## src/rtl/rs_station.sv

```systemverilog
// Reservation station: issue with tagged/ready operands, CDB wakeup, one valid/ready dispatch per cycle.
// Optional macro RS_AGE_SELECT_EN: dispatch the oldest ready entry (age matrix) instead of the lowest index.
module rs_station #(
  parameter int               DEPTH     = 8,
  parameter int               WORD_W    = 32,
  parameter int               TAG_W     = 8,
  parameter logic [TAG_W-1:0] UNIT_BASE = 8'h20,
  parameter logic [TAG_W-1:0] READY_TAG = 8'h7F,
  parameter int               OP_W      = 3
) (
  input  logic                       clk,
  input  logic                       rst,
  input  logic                       issue_valid,
  output logic                       issue_ready,
  input  logic [OP_W-1:0]            issue_op,
  input  logic [TAG_W-1:0]           issue_qj,
  input  logic [WORD_W-1:0]          issue_vj,
  input  logic [TAG_W-1:0]           issue_qk,
  input  logic [WORD_W-1:0]          issue_vk,
  output logic [TAG_W-1:0]           issue_tag,
  input  logic                       cdb_valid,
  input  logic [TAG_W-1:0]           cdb_tag,
  input  logic [WORD_W-1:0]          cdb_data,
  output logic                       disp_valid,
  input  logic                       disp_ready,
  output logic [OP_W-1:0]            disp_op,
  output logic [WORD_W-1:0]          disp_vj,
  output logic [WORD_W-1:0]          disp_vk,
  output logic [TAG_W-1:0]           disp_tag,
  input  logic                       flush,
  output logic [$clog2(DEPTH+1)-1:0] count
);

  localparam int CNT_W = $clog2(DEPTH + 1);
  localparam int IDX_W = $clog2(DEPTH);

  logic [DEPTH-1:0]  r_busy, r_rj, r_rk;
  logic [OP_W-1:0]   r_op [DEPTH];
  logic [TAG_W-1:0]  r_qj [DEPTH];
  logic [TAG_W-1:0]  r_qk [DEPTH];
  logic [WORD_W-1:0] r_vj [DEPTH];
  logic [WORD_W-1:0] r_vk [DEPTH];
  logic [CNT_W-1:0]  r_count;

  logic [DEPTH-1:0]  w_cand, w_pick, w_wake_j, w_wake_k;
  logic [IDX_W-1:0]  w_free_idx, w_sel_idx;
  logic              w_full, w_issue_fire, w_disp_fire, w_cdb_live;
  logic              w_byp_j, w_byp_k, w_ij_rdy, w_ik_rdy;
  logic [WORD_W-1:0] w_ij_val, w_ik_val;

  // Everything visible to issue and dispatch derives from registered state only.
  assign w_cand       = r_busy & r_rj & r_rk;
  assign issue_ready  = !rst && (r_count < CNT_W'(DEPTH));
  assign w_issue_fire = issue_valid && issue_ready;
  assign disp_valid   = |w_cand;
  assign w_disp_fire  = disp_valid && disp_ready;
  assign count        = r_count;
  assign w_cdb_live   = cdb_valid && (cdb_tag != READY_TAG);

  // Same-cycle bypass lets an operand catch a broadcast that coincides with its issue.
  assign w_byp_j  = w_cdb_live && (cdb_tag == issue_qj);
  assign w_byp_k  = w_cdb_live && (cdb_tag == issue_qk);
  assign w_ij_rdy = (issue_qj == READY_TAG) || w_byp_j;
  assign w_ik_rdy = (issue_qk == READY_TAG) || w_byp_k;
  assign w_ij_val = w_byp_j ? cdb_data : issue_vj;
  assign w_ik_val = w_byp_k ? cdb_data : issue_vk;

  // NOTE: every always_comb output gets a default first so no path can infer a latch.
  always_comb begin
    w_free_idx = '0;
    w_full     = 1'b1;
    for (int i = DEPTH - 1; i >= 0; i--) begin
      if (!r_busy[i]) begin
        w_free_idx = IDX_W'(i);
        w_full     = 1'b0;
      end
    end
  end

  assign issue_tag = w_full ? '0 : UNIT_BASE + TAG_W'(w_free_idx);

  always_comb begin
    w_wake_j = '0;
    w_wake_k = '0;
    for (int i = 0; i < DEPTH; i++) begin
      w_wake_j[i] = w_cdb_live && r_busy[i] && !r_rj[i] && (r_qj[i] == cdb_tag);
      w_wake_k[i] = w_cdb_live && r_busy[i] && !r_rk[i] && (r_qk[i] == cdb_tag);
    end
  end

`ifdef RS_AGE_SELECT_EN
  // r_older[i][j] set means entry i was issued before entry j (both busy).
  logic [DEPTH-1:0][DEPTH-1:0] r_older;

  always_comb begin
    w_pick = w_cand;
    for (int i = 0; i < DEPTH; i++) begin
      for (int j = 0; j < DEPTH; j++) begin
        if (w_cand[j] && r_older[j][i]) w_pick[i] = 1'b0;
      end
    end
  end

  always_ff @(posedge clk or posedge rst) begin
    if (rst) begin
      r_older <= '0;
    end else if (flush) begin
      r_older <= '0;
    end else begin
      if (w_issue_fire) begin
        for (int j = 0; j < DEPTH; j++) begin
          r_older[j][w_free_idx] <= r_busy[j];
          r_older[w_free_idx][j] <= 1'b0;
        end
      end
      // Dispatch clearing comes last so it wins over the issue update above.
      if (w_disp_fire) begin
        for (int j = 0; j < DEPTH; j++) begin
          r_older[w_sel_idx][j] <= 1'b0;
          r_older[j][w_sel_idx] <= 1'b0;
        end
      end
    end
  end
`else
  assign w_pick = w_cand;
`endif

  always_comb begin
    w_sel_idx = '0;
    for (int i = DEPTH - 1; i >= 0; i--) begin
      if (w_pick[i]) w_sel_idx = IDX_W'(i);
    end
  end

  assign disp_op  = disp_valid ? r_op[w_sel_idx] : '0;
  assign disp_vj  = disp_valid ? r_vj[w_sel_idx] : '0;
  assign disp_vk  = disp_valid ? r_vk[w_sel_idx] : '0;
  assign disp_tag = disp_valid ? UNIT_BASE + TAG_W'(w_sel_idx) : '0;

  // NOTE: sequential state uses non-blocking assignments; later writes in the block take priority.
  always_ff @(posedge clk or posedge rst) begin
    if (rst) begin
      r_busy  <= '0;
      r_rj    <= '0;
      r_rk    <= '0;
      r_count <= '0;
    end else if (flush) begin
      r_busy  <= '0;
      r_count <= '0;
    end else begin
      r_rj <= r_rj | w_wake_j;
      r_rk <= r_rk | w_wake_k;
      if (w_disp_fire) r_busy[w_sel_idx] <= 1'b0;
      if (w_issue_fire) begin
        r_busy[w_free_idx] <= 1'b1;
        r_rj[w_free_idx]   <= w_ij_rdy;
        r_rk[w_free_idx]   <= w_ik_rdy;
      end
      r_count <= r_count + CNT_W'(w_issue_fire) - CNT_W'(w_disp_fire);
    end
  end

  // NOTE: payload storage has no reset; it is only observed through busy/ready, which are reset.
  always_ff @(posedge clk) begin
    for (int i = 0; i < DEPTH; i++) begin
      if (w_wake_j[i]) r_vj[i] <= cdb_data;
      if (w_wake_k[i]) r_vk[i] <= cdb_data;
    end
    if (w_issue_fire) begin
      r_op[w_free_idx] <= issue_op;
      r_qj[w_free_idx] <= issue_qj;
      r_qk[w_free_idx] <= issue_qk;
      r_vj[w_free_idx] <= w_ij_val;
      r_vk[w_free_idx] <= w_ik_val;
    end
  end

endmodule

```

## config.mk

```make
export PLATFORM = sky130hd
export DESIGN_NAME = rs_station
export DESIGN_NICKNAME = d
export VERILOG_FILES = /design/src/rtl/rs_station.sv
export SDC_FILE = /design/constraint.sdc
export NUM_CORES = 1
export LEC_CHECK = 0
export BUFFER_PORTS_ARGS = -buffer_cell sky130_fd_sc_hd__buf_2
export CORE_ASPECT_RATIO = 0.75
export CORE_MARGIN = 2
export CORE_UTILIZATION = 47
export DETAILED_ROUTE_END_ITERATION = 8
export PLACE_DENSITY = 0.72
export SLEW_MARGIN = 20
export SYNTH_ARGS = -nofsm -noshare
export SYNTH_HDL_FRONTEND = slang
export SYNTH_SLANG_ARGS = --single-unit
```

## constraint.sdc

```tcl
create_clock -name clk -period 6.3 [get_ports clk]
set_clock_uncertainty 0.15 [all_clocks]
set_input_delay 0.63 -clock clk [delete_from_list [all_inputs] [get_ports clk]]
set_output_delay 0.63 -clock clk [all_outputs]
set_load 0.02 [all_outputs]
```

# Yosys cells after proc, flatten, opt, wreduce, memory -nomap -nowiden

Memory sizes are Yosys's and may differ from the RTL's.
Cells that the tools add are included.

Reduce and logical (&&, ||, !) cells: 68
Eq/ne operators: 21
Muxes and demuxes: 78
Shift-type cells: 0
Order comparisons: 5
Multiply operators: 0
Bitwise gates (word level): 7
Divide/modulo/power cells: 0
$add $sub $neg: 4

Operators by type and width:

| cell                | count |
|---|---|
| $eq 8x8->1          | 18 |
| $mux 32             | 4 |
| $mux 3              | 17 |
| $logic_and 1x1->1   | 48 |
| $mux 8              | 6 |
| $mux 1              | 44 |
| $and 8x8->8         | 3 |
| $or 8x8->8          | 3 |
| $logic_not 1->1     | 17 |
| $bwmux 8            | 2 |
| $eq 8x7->1 const B  | 2 |
| $add 6x3->7 const A | 2 |
| $mux 7              | 2 |
| $lt 3x4->1 const B  | 2 |
| $ne 8x7->1 const B  | 1 |
| $not 8->8           | 1 |
| $reduce_or 8->1     | 1 |
| $demux 1 s3         | 2 |
| $ge 3x1->1 const B  | 2 |
| $add 4x1->4         | 1 |
| $lt 4x4->1 const B  | 1 |
| $mux 4              | 1 |
| $sub 4x1->4         | 1 |
| $logic_or 1x1->1    | 2 |

Bits in writable memories: 664
Output and inout bits: 89
Memories kept: 5
Latch bits: 0
Logic and storage cells: 192
Flip-flop bits (word level): 28
Input bits: 129
ROM bits: 0

Memories:

| memory | depth | bits a word | rd ports | clocked after memory_dff | write ports | line | text |
|---|---|---|---|---|---|---|---|
| r_vj   | 8     | 32          | 1        | 0                        | 9           | 41   | `logic [WORD_W-1:0] r_vj [DEPTH];` |
| r_vk   | 8     | 32          | 1        | 0                        | 9           | 42   | `logic [WORD_W-1:0] r_vk [DEPTH];` |
| r_qj   | 8     | 8           | 8        | 0                        | 1           | 39   | `logic [TAG_W-1:0] r_qj [DEPTH];` |
| r_qk   | 8     | 8           | 8        | 0                        | 1           | 40   | `logic [TAG_W-1:0] r_qk [DEPTH];` |
| r_op   | 8     | 3           | 1        | 0                        | 1           | 38   | `logic [OP_W-1:0] r_op [DEPTH];` |

# Depth between registers and ports, before layout

Gate-level depths: netlist (run 1).

Word-level depth: 21
Depth in mapped cells: 13
Depth with buffers taken out: 11

# Worst setup path before layout (run 1)

Ideal clock, no wire load.

Path kind: input port to flip-flop
Start point: input port cdb_tag[3]
End point: memory r_vk[3][0] (enable)
Arrival: 5.201 ns
Setup time: 0.514 ns
Stages on the path: 6
Setup slack: 0.435 ns
Path buffers: 2
Cell sequence: buf_2 -> buf_1 -> xor2_1 -> nor4_1 -> nand4_1 -> o41ai_1

RTL lines:

| item        | line | text |
|---|---|---|
| from (decl) | 22   | `input logic [TAG_W-1:0] cdb_tag,` |
| to (decl)   | 42   |  |

# Worst setup path after layout (run 1)

Start point: register r_busy[4]
End point: output port disp_vk[2]

Word-level cells in the longest chain between the ends: 9
Elaborated cells on any way between the ends: 10

Ends and longest elaborated chain:

| item                              | line | text |
|---|---|---|
| from (decl)                       | 37   | `logic [DEPTH-1:0] r_busy, r_rj, r_rk;` |
| from (signal assigned)            | 144  | `r_busy <= '0;` |
| from (signal assigned)            | 149  | `r_busy <= '0;` |
| from (signal, indexed assignment) | 154  | `if (w_disp_fire) r_busy[w_sel_idx] <= 1'b0;` |
| $and 8x8->8 * (2 in series)       | 52   | `assign w_cand = r_busy & r_rj & r_rk;` |
| $mux 3 (5 in series)              | 132  | `if (w_pick[i]) w_sel_idx = IDX_W'(i);` |
| $mem_v2 8x32                      | n/a  |  |
| $mux 32 *                         | 138  | `assign disp_vk = disp_valid ? r_vk[w_sel_idx] : '0;` |
| to (decl)                         | 28   | `output logic [WORD_W-1:0] disp_vk,` |

Mark *: on every way between the ends. The rest lies on a longest branch, timed or not.

==> results of run 1 <==
-- per-stage QoR --
stage	std cells	worst slack, ns	total power [mW]	hold slack, ns
CTS	3406	0.881	10.2	0.125
finish	3411	0.787	10.1	0.146
floorplan	2284	0.435	5.81	0.365
detailed placement	3275	1.56	6.10	0.420
global route	3410	0.674	10.4	0.142
global placement	3275	1.62	6.06	0.407
-- cells by family (layout without fill, tap and decap cells) --
| family | count (synthesis) | in the layout |
|---|---|---|
| xor gates and xnor gates | 147 | 147 |
| buffers and inverters | 235 | 402 |
| other | 1 | 11 |
| adders and majority gates | 5 | 5 |
| and+or+nand+nor | 202 | 202 |
| muxes | 512 | 512 |
| AOI/OAI and AO/OA | 483 | 483 |
| DFF | 692 | 692 |
-- metal layers --
metal / part of all wire / vias to the layer above
met3: 0.11 / 201
met5: 0.0011 / -
met1: 0.42 / 11300
met4: 0.025 / 18
li1: - / 9326
met2: 0.45 / 1155
-- cell type report --
type / count / area, sq um / share of cell area
antenna: 3 / 7.51 / 0.000197
clock buffer: 94 / 1910 / 0.0500
clock inverter: 36 / 314 / 0.00824
inverter: 18 / 67.6 / 0.00177
multi-input combinational: 1357 / 12500 / 0.329
sequential: 692 / 20600 / 0.542
tap: 957 / 1200 / 0.0314
timing repair buffer: 254 / 1440 / 0.0379
-- final timing paths --
| kind | endpoint | depth (start not counted) | start |
|---|---|---|---|
| max | disp_vk[2] | 7 | r_busy[4] |
| min | r_op[3][2] | 1 | issue_op[2] |
| max reg2reg | count[2] | 11 | r_busy[4] |
| min reg2reg | r_rj[6] | 1 | r_rj[6] |
| max in group asynchronous | r_busy[5] | 3 | rst |
| min in group asynchronous | count[3] | 3 | rst |
-- where the power goes --
group / total (mW) / switching, mW / leakage [nW] / internal, mW
registers: 5.21 / 0.0367 / 6.38 / 5.17
clock network: 4.13 / 1.78 / 1.07 / 2.34
logic: 0.806 / 0.472 / 5.51 / 0.334
total: 10.1 / 2.29 / 13.0 / 7.85
-- what timing repair did --
item,4_1_cts,5_1_grt
buffers inserted,0,0
hold buffers,1,0
endpoints found under the hold margin,28,0
-- flip-flops by register name, summed over array words and instances, names as in the netlist --
name,cells
r_vj,256
r_busy,8
r_vk,256
r_op,24
r_qk,64
r_rj,8
count,4
r_rk,8
r_qj,64
-- synth_stat cells, types with 66 or more instances --
master     number
nor2_1         80
o22a_1         67
o221ai_1       68
clkbuf_1      111
o32ai_1        66
a21oi_1        77
xnor2_1        76
mux2_4         84
xor2_1         71
o2bb2ai_1      66
o22ai_1        80
edfxtp_1      664
mux2_2        413
-- layout by cell type (no fill, tap or decap), types with 4 or more instances in the layout --
master and n:
nand2b_1 5, or2_2 4, clkbuf_1 21, a21oi_1 77, nand2_1 16, nand3_1 17, and3_1 4, mux2_1 15
clkinv_2 9, o22ai_1 80, dfrtp_1 28, o21ba_2 13, o221ai_1 68, o2bb2ai_1 66, nor2_4 11, nand4b_1 4
o21ai_0 7, buf_4 40, nor3_4 4, nand4_1 26, xnor2_1 76, o22a_1 67, nor4_1 14, nor2_1 73
clkbuf_16 73, xor2_1 71, conb_1 8, inv_6 4, o32ai_1 66, nand2_4 4, buf_2 209, mux2_2 413
edfxtp_1 664, bufinv_16 5, clkinv_1 15, inv_1 16, ha_1 4, o41ai_2 12, mux2_4 84
==> impl_metrics.csv, run 1 <==
group,metric,value,unit
floorplan,fp-row-count,85,
synth,muxShareOfSynthArea,0.179,
synth,avgSynthCellArea,14.9,sq um
timing,timing.final.crit_share,0.875,
status,status,"complete, no violations",
cells_and_area,utilization,0.531,
clock_network,clock-root-buffer,"clkbuf_16",
hold_path,hold_class,"in2reg",
cells_and_area,area_delta_synth_final,11.9,%
global_routing,busiest_layer,"met2",
routing,drt_iter0_drc,2691,
cells_and_area,final_layout_size_suffix_gt1_frac,0.372,
synth,yosysTopAreaCell,"edfxtp_1",
synth,synth_edf_count,664,
worst_setup_path,path_buf_inv,2,
synth,synthCells,2277,
routing,drc_errors,0,
timing,rsz0062_at_grt,"false",
synth,ys_types,62,
synth,synth_fa_ha_area_frac,0.00206,
placement,detailed_place_hpwl,56400,um
clock_network,htree_num_levels,3,
placement,place_congestion,0.860,
timing,max_slew.worst_pin.slew,1.15,ns
synth,ys_dominant_reg_cell,"edfxtp_1",
synth,synthArstFlopShare,0.0405,
power,leakagePower,13.0,nW
placement,place_area,0.0358,sq mm
worst_setup_path,arrival,4.73,ns
synth,yosysWarningCount,0,
floorplan,fp.dieW,315,um
worst_setup_path,worstSetupEndpointType,"output port",
worst_setup_path,cpPeakStageDelay,1.04,ns
clock_network,clock_path_buffers,3,
synth,synth_compound_area_frac,0.109,
timing,min_period,5.51,ns
clock_network,clkTransAtPathRegs,0.07,ns
global_routing,use_met3,0.0752,
worst_setup_path,path_cells,"and3_1 -> nor2_4 -> buf_4 -> nand4_1 -> nand2_4 -> o32ai_1 -> buf_2",
synth,synth-seq-area-share,0.606,
routing,drtPass1Iterations,6,
cells_and_area,design_area,0.0381,sq mm
synth,synthSimpleGateAreaFrac,0.0309,
worst_setup_path,crit_path_start_kind,"flip-flop",
worst_setup_path,crit_type,"reg2out",
clock_network,cts_resized,0,
routing,avgRoutedWirePerCell,28.6,um
routing,vias,22000,
synth,synth.area.top_cells,"edfxtp_1 59%, mux2_2 14%, mux2_4 3.7%, dfrtp_1 2.1%, xnor2_1 2.0%",
clock_network,cts_tree,"built",
worst_setup_path,r2r_slack,2.24,ns
worst_setup_path,crit_family,"simple AND/OR/NAND/NOR gates",
floorplan,die_h,237,um
cells_and_area,nFillCells,5842,
clock_network,numCtsBuffers,72,
routing,detail_route.wirelength,97600,um
worst_setup_path,worstPathRequired,5.52,ns
global_routing,grt_pass1_vias,21900,
routing,viasPerCell,6.44,
cells_and_area,layout.nets,2529,
timing,fmax,181,MHz
placement,portBuffers,209,
timing,setup_tns,0,ns
synth,synth-seq-cells,692,
global_routing,use_met2,0.385,
global_routing,grt_pass1_wl,143000,um
clock_network,clkSinkCount,692,
floorplan,core,0.0717,sq mm
synth,syn-cell-area,0.0340,sq mm
global_routing,grt_usage,0.258,
power,vdd.ir_drop.worst,0.000168,V
timing,slew_violations,0,
timing,final-setup-viol-count,0,
flow_run,cap_violations,0,
global_routing,use_met1,0.365,
global_routing,antenna_found_initial,14,
timing,finalHoldViolCount,0,
clock_network,clk_latency,0.63,ns
floorplan,io_pins,218,
worst_setup_path,cp_max_fo,70,
worst_setup_path,slowest_stage,"nand2_4",
global_routing,grt_overflow,0,
routing,drt.antenna.violating_nets,0,
floorplan,die_area,0.0746,sq mm
timing,relSlewSlack,0.234,
power,powerDensity,266,mW/mm^2
synth,synth_top_family_by_area,"multiplexers",
synth,synth_xor_area_frac,0.0378,
global_routing,grt_max_degree,82,
floorplan,initial_utilization,0.475,
synth,yosysTopAreaCellShare,0.586,
No activity file was read; power rests on OpenSTA's default activity.
==> inputs of run 2 (changes only) <==
--- a/config.mk
+++ b/config.mk
@@ -5,6 +5,7 @@
 export SDC_FILE = /design/constraint.sdc
 export NUM_CORES = 1
 export LEC_CHECK = 0
+export ABC_AREA = 1
 export BUFFER_PORTS_ARGS = -buffer_cell sky130_fd_sc_hd__buf_2
 export CORE_ASPECT_RATIO = 0.75
 export CORE_MARGIN = 2
==> run 2 against run 1 <==
  * Final area increased by 4.2%
  * Synthesized cell count is 68% higher
  * Clock-buffer cell count unchanged
  * Worst hold slack is essentially flat
  * Total power grew 2.2%
  * Sequential cell count did not move
  * Worst setup slack improved by 0.36 ns
  * Global-route usage increased by 2.0 points
  * Register-to-register slack gained 0.17 ns
  * Synthesized area increased by 5.2%
  * Die area increased by 5.1%
  * Via count rose by 29%
==> impl_metrics.csv, run 2 <==
group,metric,value,unit
status,status,"complete, no violations",
placement,place_area,0.0374,sq mm
cells_and_area,design_area,0.0397,sq mm
power,pwr-share-clk,0.409,
cells_and_area,reg_top3,"r_vj (256), r_vk (256)",
routing,viasPerCell,5.72,
clock_network,clkSinkCount,692,
timing,max_slew.worst_pin.slew,1.15,ns
clock_network,clkTransAtPathRegs,0.06,ns
power,powerDensity,261,mW/mm^2
power,vdd.ir_drop.worst,0.000165,V
floorplan,core,0.0753,sq mm
power,switching_share,0.242,
placement,portBuffers,209,
cells_and_area,final_layout_size_suffix_gt1_frac,0.134,
flow_run,cap_violations,0,
timing,finalHoldViolCount,0,
worst_setup_path,crit_path_start_kind,"flip-flop",
synth,ys_types,39,
synth,yosysWarningCount,0,
worst_setup_path,cp_max_fo,64,
clock_network,clock_path_buffers,3,
synth,yosysTopAreaCell,"edfxtp_1",
synth,ys_dominant_reg_cell,"edfxtp_1",
floorplan,die_h,243,um
synth,avgSynthCellArea,9.33,sq um
routing,drtPass1Iterations,6,
global_routing,grt_max_degree,98,
routing,drt.antenna.violating_nets,0,
routing,drt_iter0_drc,3702,
global_routing,use_met2,0.415,
timing,timing.final.crit_share,0.818,
routing,detail_route.wirelength,110000,um
clock_network,htree_num_levels,3,
clock_network,cts_resized,0,
placement,place_congestion,0.850,
global_routing,grt_overflow,0,
worst_setup_path,crit_type,"reg2out",
global_routing,use_met1,0.394,
power,leakagePower,16.0,nW
floorplan,io_pins,218,
power,internal-power,7.85,mW
placement,detailed_place_hpwl,64800,um
worst_setup_path,cpPeakStageDelay,0.72,ns
synth,synth-seq-area-share,0.577,
synth,synth-seq-cells,692,
power,power,10.4,mW
worst_setup_path,r2r-start,"r_busy[7]",
timing,min_period,5.15,ns
worst_setup_path,path_buf_inv,3,
timing,setup_tns,0,ns
worst_setup_path,slowest_stage,"buf_4",
synth,synth.area.top_cells,"edfxtp_1 56%, nand2_1 7.0%, o21ai_0 6.4%, nand3b_1 5.4%, nor2_1 4.8%",
floorplan,fp.dieW,323,um
power,p_switching,2.50,mW
synth,syn-cell-area,0.0358,sq mm
floorplan,initial_utilization,0.475,
synth,synth.most_common_cell,"nand2_1",
cells_and_area,layout_common_cells,"664 x edfxtp_1, 647 x nand2_1, 462 x nor2_1, 456 x o21ai_0, 339 x inv_1",
floorplan,fp-row-count,87,
synth,yosysTopAreaCellShare,0.557,
cells_and_area,area_delta_synth_final,10.9,%
synth,synthCells,3835,
routing,drc_errors,0,
worst_setup_path,worstSetupEndpointType,"output port",
power,pwr-share-seq,0.501,
power,comb_power_share,0.089,
hold_path,hp-start,"issue_op[1]",
routing,avgRoutedWirePerCell,22.0,um
clock_network,cts_tree,"built",
global_routing,grt_pass1_vias,26700,
global_routing,busiest_layer,"met2",
synth,synth_edf_count,664,
routing,vias,28400,
timing,rsz0062_at_grt,"false",
timing,fmax,194,MHz
global_routing,antenna_found_initial,7,
timing,relSlewSlack,0.235,
worst_setup_path,worstPathRequired,5.52,ns
cells_and_area,nFillCells,6818,
clock_network,numCtsBuffers,71,
clock_network,clock-root-buffer,"clkbuf_16",
floorplan,die_area,0.0784,sq mm
cells_and_area,layout.nets,4022,
timing,slew_violations,0,
worst_setup_path,path_cells,"nand3_1 -> nand2_4 -> inv_1 -> nand2_1 -> nand2_1 -> nand2_4 -> buf_4 -> nand3b_1 -> nand2_1 -> nor2_1 -> nor2_1 -> nor2_1 -> buf_2",
clock_network,clk_latency,0.62,ns
worst_setup_path,arrival,4.37,ns
global_routing,grt_usage,0.277,
global_routing,grt_pass1_wl,164000,um
hold_path,hold_class,"in2reg",
worst_setup_path,crit_start,"r_busy[4]",
cells_and_area,final_common_cell,"edfxtp_1",
worst_setup_path,crit_family,"simple AND/OR/NAND/NOR gates",
synth,synthArstFlopShare,0.0405,
global_routing,use_met3,0.0694,
timing,final-setup-viol-count,0,
synth,yosys-top-cells-count,"671 x nand2_1, 664 x edfxtp_1, 462 x nor2_1",
run 2: cell types whose count changed after synthesis, moves of 70 or more:
cell      delta
nand3b_1   +256
mux2_2     -413
nand3_1    +204
nand2_1    +651
nor2_1     +382
mux2_4      -84
inv_1      +323
or2_2       +70
o22ai_1     -75
o21ai_1    +101
o21ai_0    +446
run 2: cell families (layout without fill, tap and decap cells):
logic type                 Yosys count  after routing  share of synthesized area
adders and majority gates            5              5                    0.00196
other                                1             12                   0.000105
and+or+nand+nor                   1746           1746                      0.227
DFF                                692            692                      0.577
xor gates and xnor gates            64             64                     0.0157
AOI/OAI and AO/OA                  697            697                      0.106
buffers and inverters              630            732                     0.0727
run 2: metrics by stage:
stage,hold slack [ns],instances,util,setup WS [ns]
after floorplan,0.334,3842,-,3.22
after global placement,0.358,4837,0.496,1.89
after detailed placement,0.372,4837,0.496,1.92
after CTS,0.128,4967,0.527,1.24
after global routing,0.141,4970,0.527,0.864
final,0.146,4971,0.527,1.15
run 2: repair_timing:
action / CTS / global route
hold buffers: 1 / 0
setup endpoints to repair: 0 / 0
endpoints found under the hold margin: 28 / 0
buffers inserted: 0 / 0
run 2: final timing paths:
kind / endpoint / cells past startpoint / slack (ns)
setup / recovery: disp_vk[31] / 13 / 1.15
hold / removal: r_op[7][1] / 1 / 0.15
setup reg to reg: r_op[4][2] / 9 / 2.41
hold reg to reg: r_rk[1] / 2 / 0.39
max in group asynchronous: r_rj[6] / 4 / 5.14
min in group asynchronous: count[3] / 4 / 0.54
run 2: metal layers:
| layer | vias up | wire length [um] |
|---|---|---|
| met3 | 230 | 13400 |
| met4 | 6 | 3670 |
| met5 | - | 35 |
| met2 | 1744 | 47700 |
| met1 | 13300 | 44700 |
| li1 | 13100 | - |
run 2: worst reg2reg max path: stages (launching register included):
cell     delay, ns
dfrtp_1       0.44
inv_2         0.11
a21oi_1       0.08
o21ai_1       0.14
nand2_1       0.06
nand2_1       0.28
nand2_1       0.35
nand2_4       0.45
buf_4         0.73
inv_1         0.67
run 2: power groups by stage:
stage | clock network [mW] | registers, mW | logic [mW]
floorplan | 0 | 5.29 | 0.597
global placement | 0 | 5.29 | 0.890
detailed placement | 0 | 5.29 | 0.910
CTS | 4.24 | 5.19 | 0.915
global route | 4.41 | 5.20 | 1.02
finish | 4.24 | 5.19 | 0.925
run 2: final cells by class:
cell class | count | area, sq um | share of cell area
antenna | 4 | 10.0 | 0.000252
clock buffer | 94 | 1960 | 0.0493
clock inverter | 35 | 333 | 0.00839
inverter | 345 | 1300 | 0.0327
multi-input combinational | 2520 | 12700 | 0.321
sequential | 692 | 20600 | 0.520
tap | 1023 | 1280 | 0.0322
timing repair buffer | 258 | 1430 | 0.0360
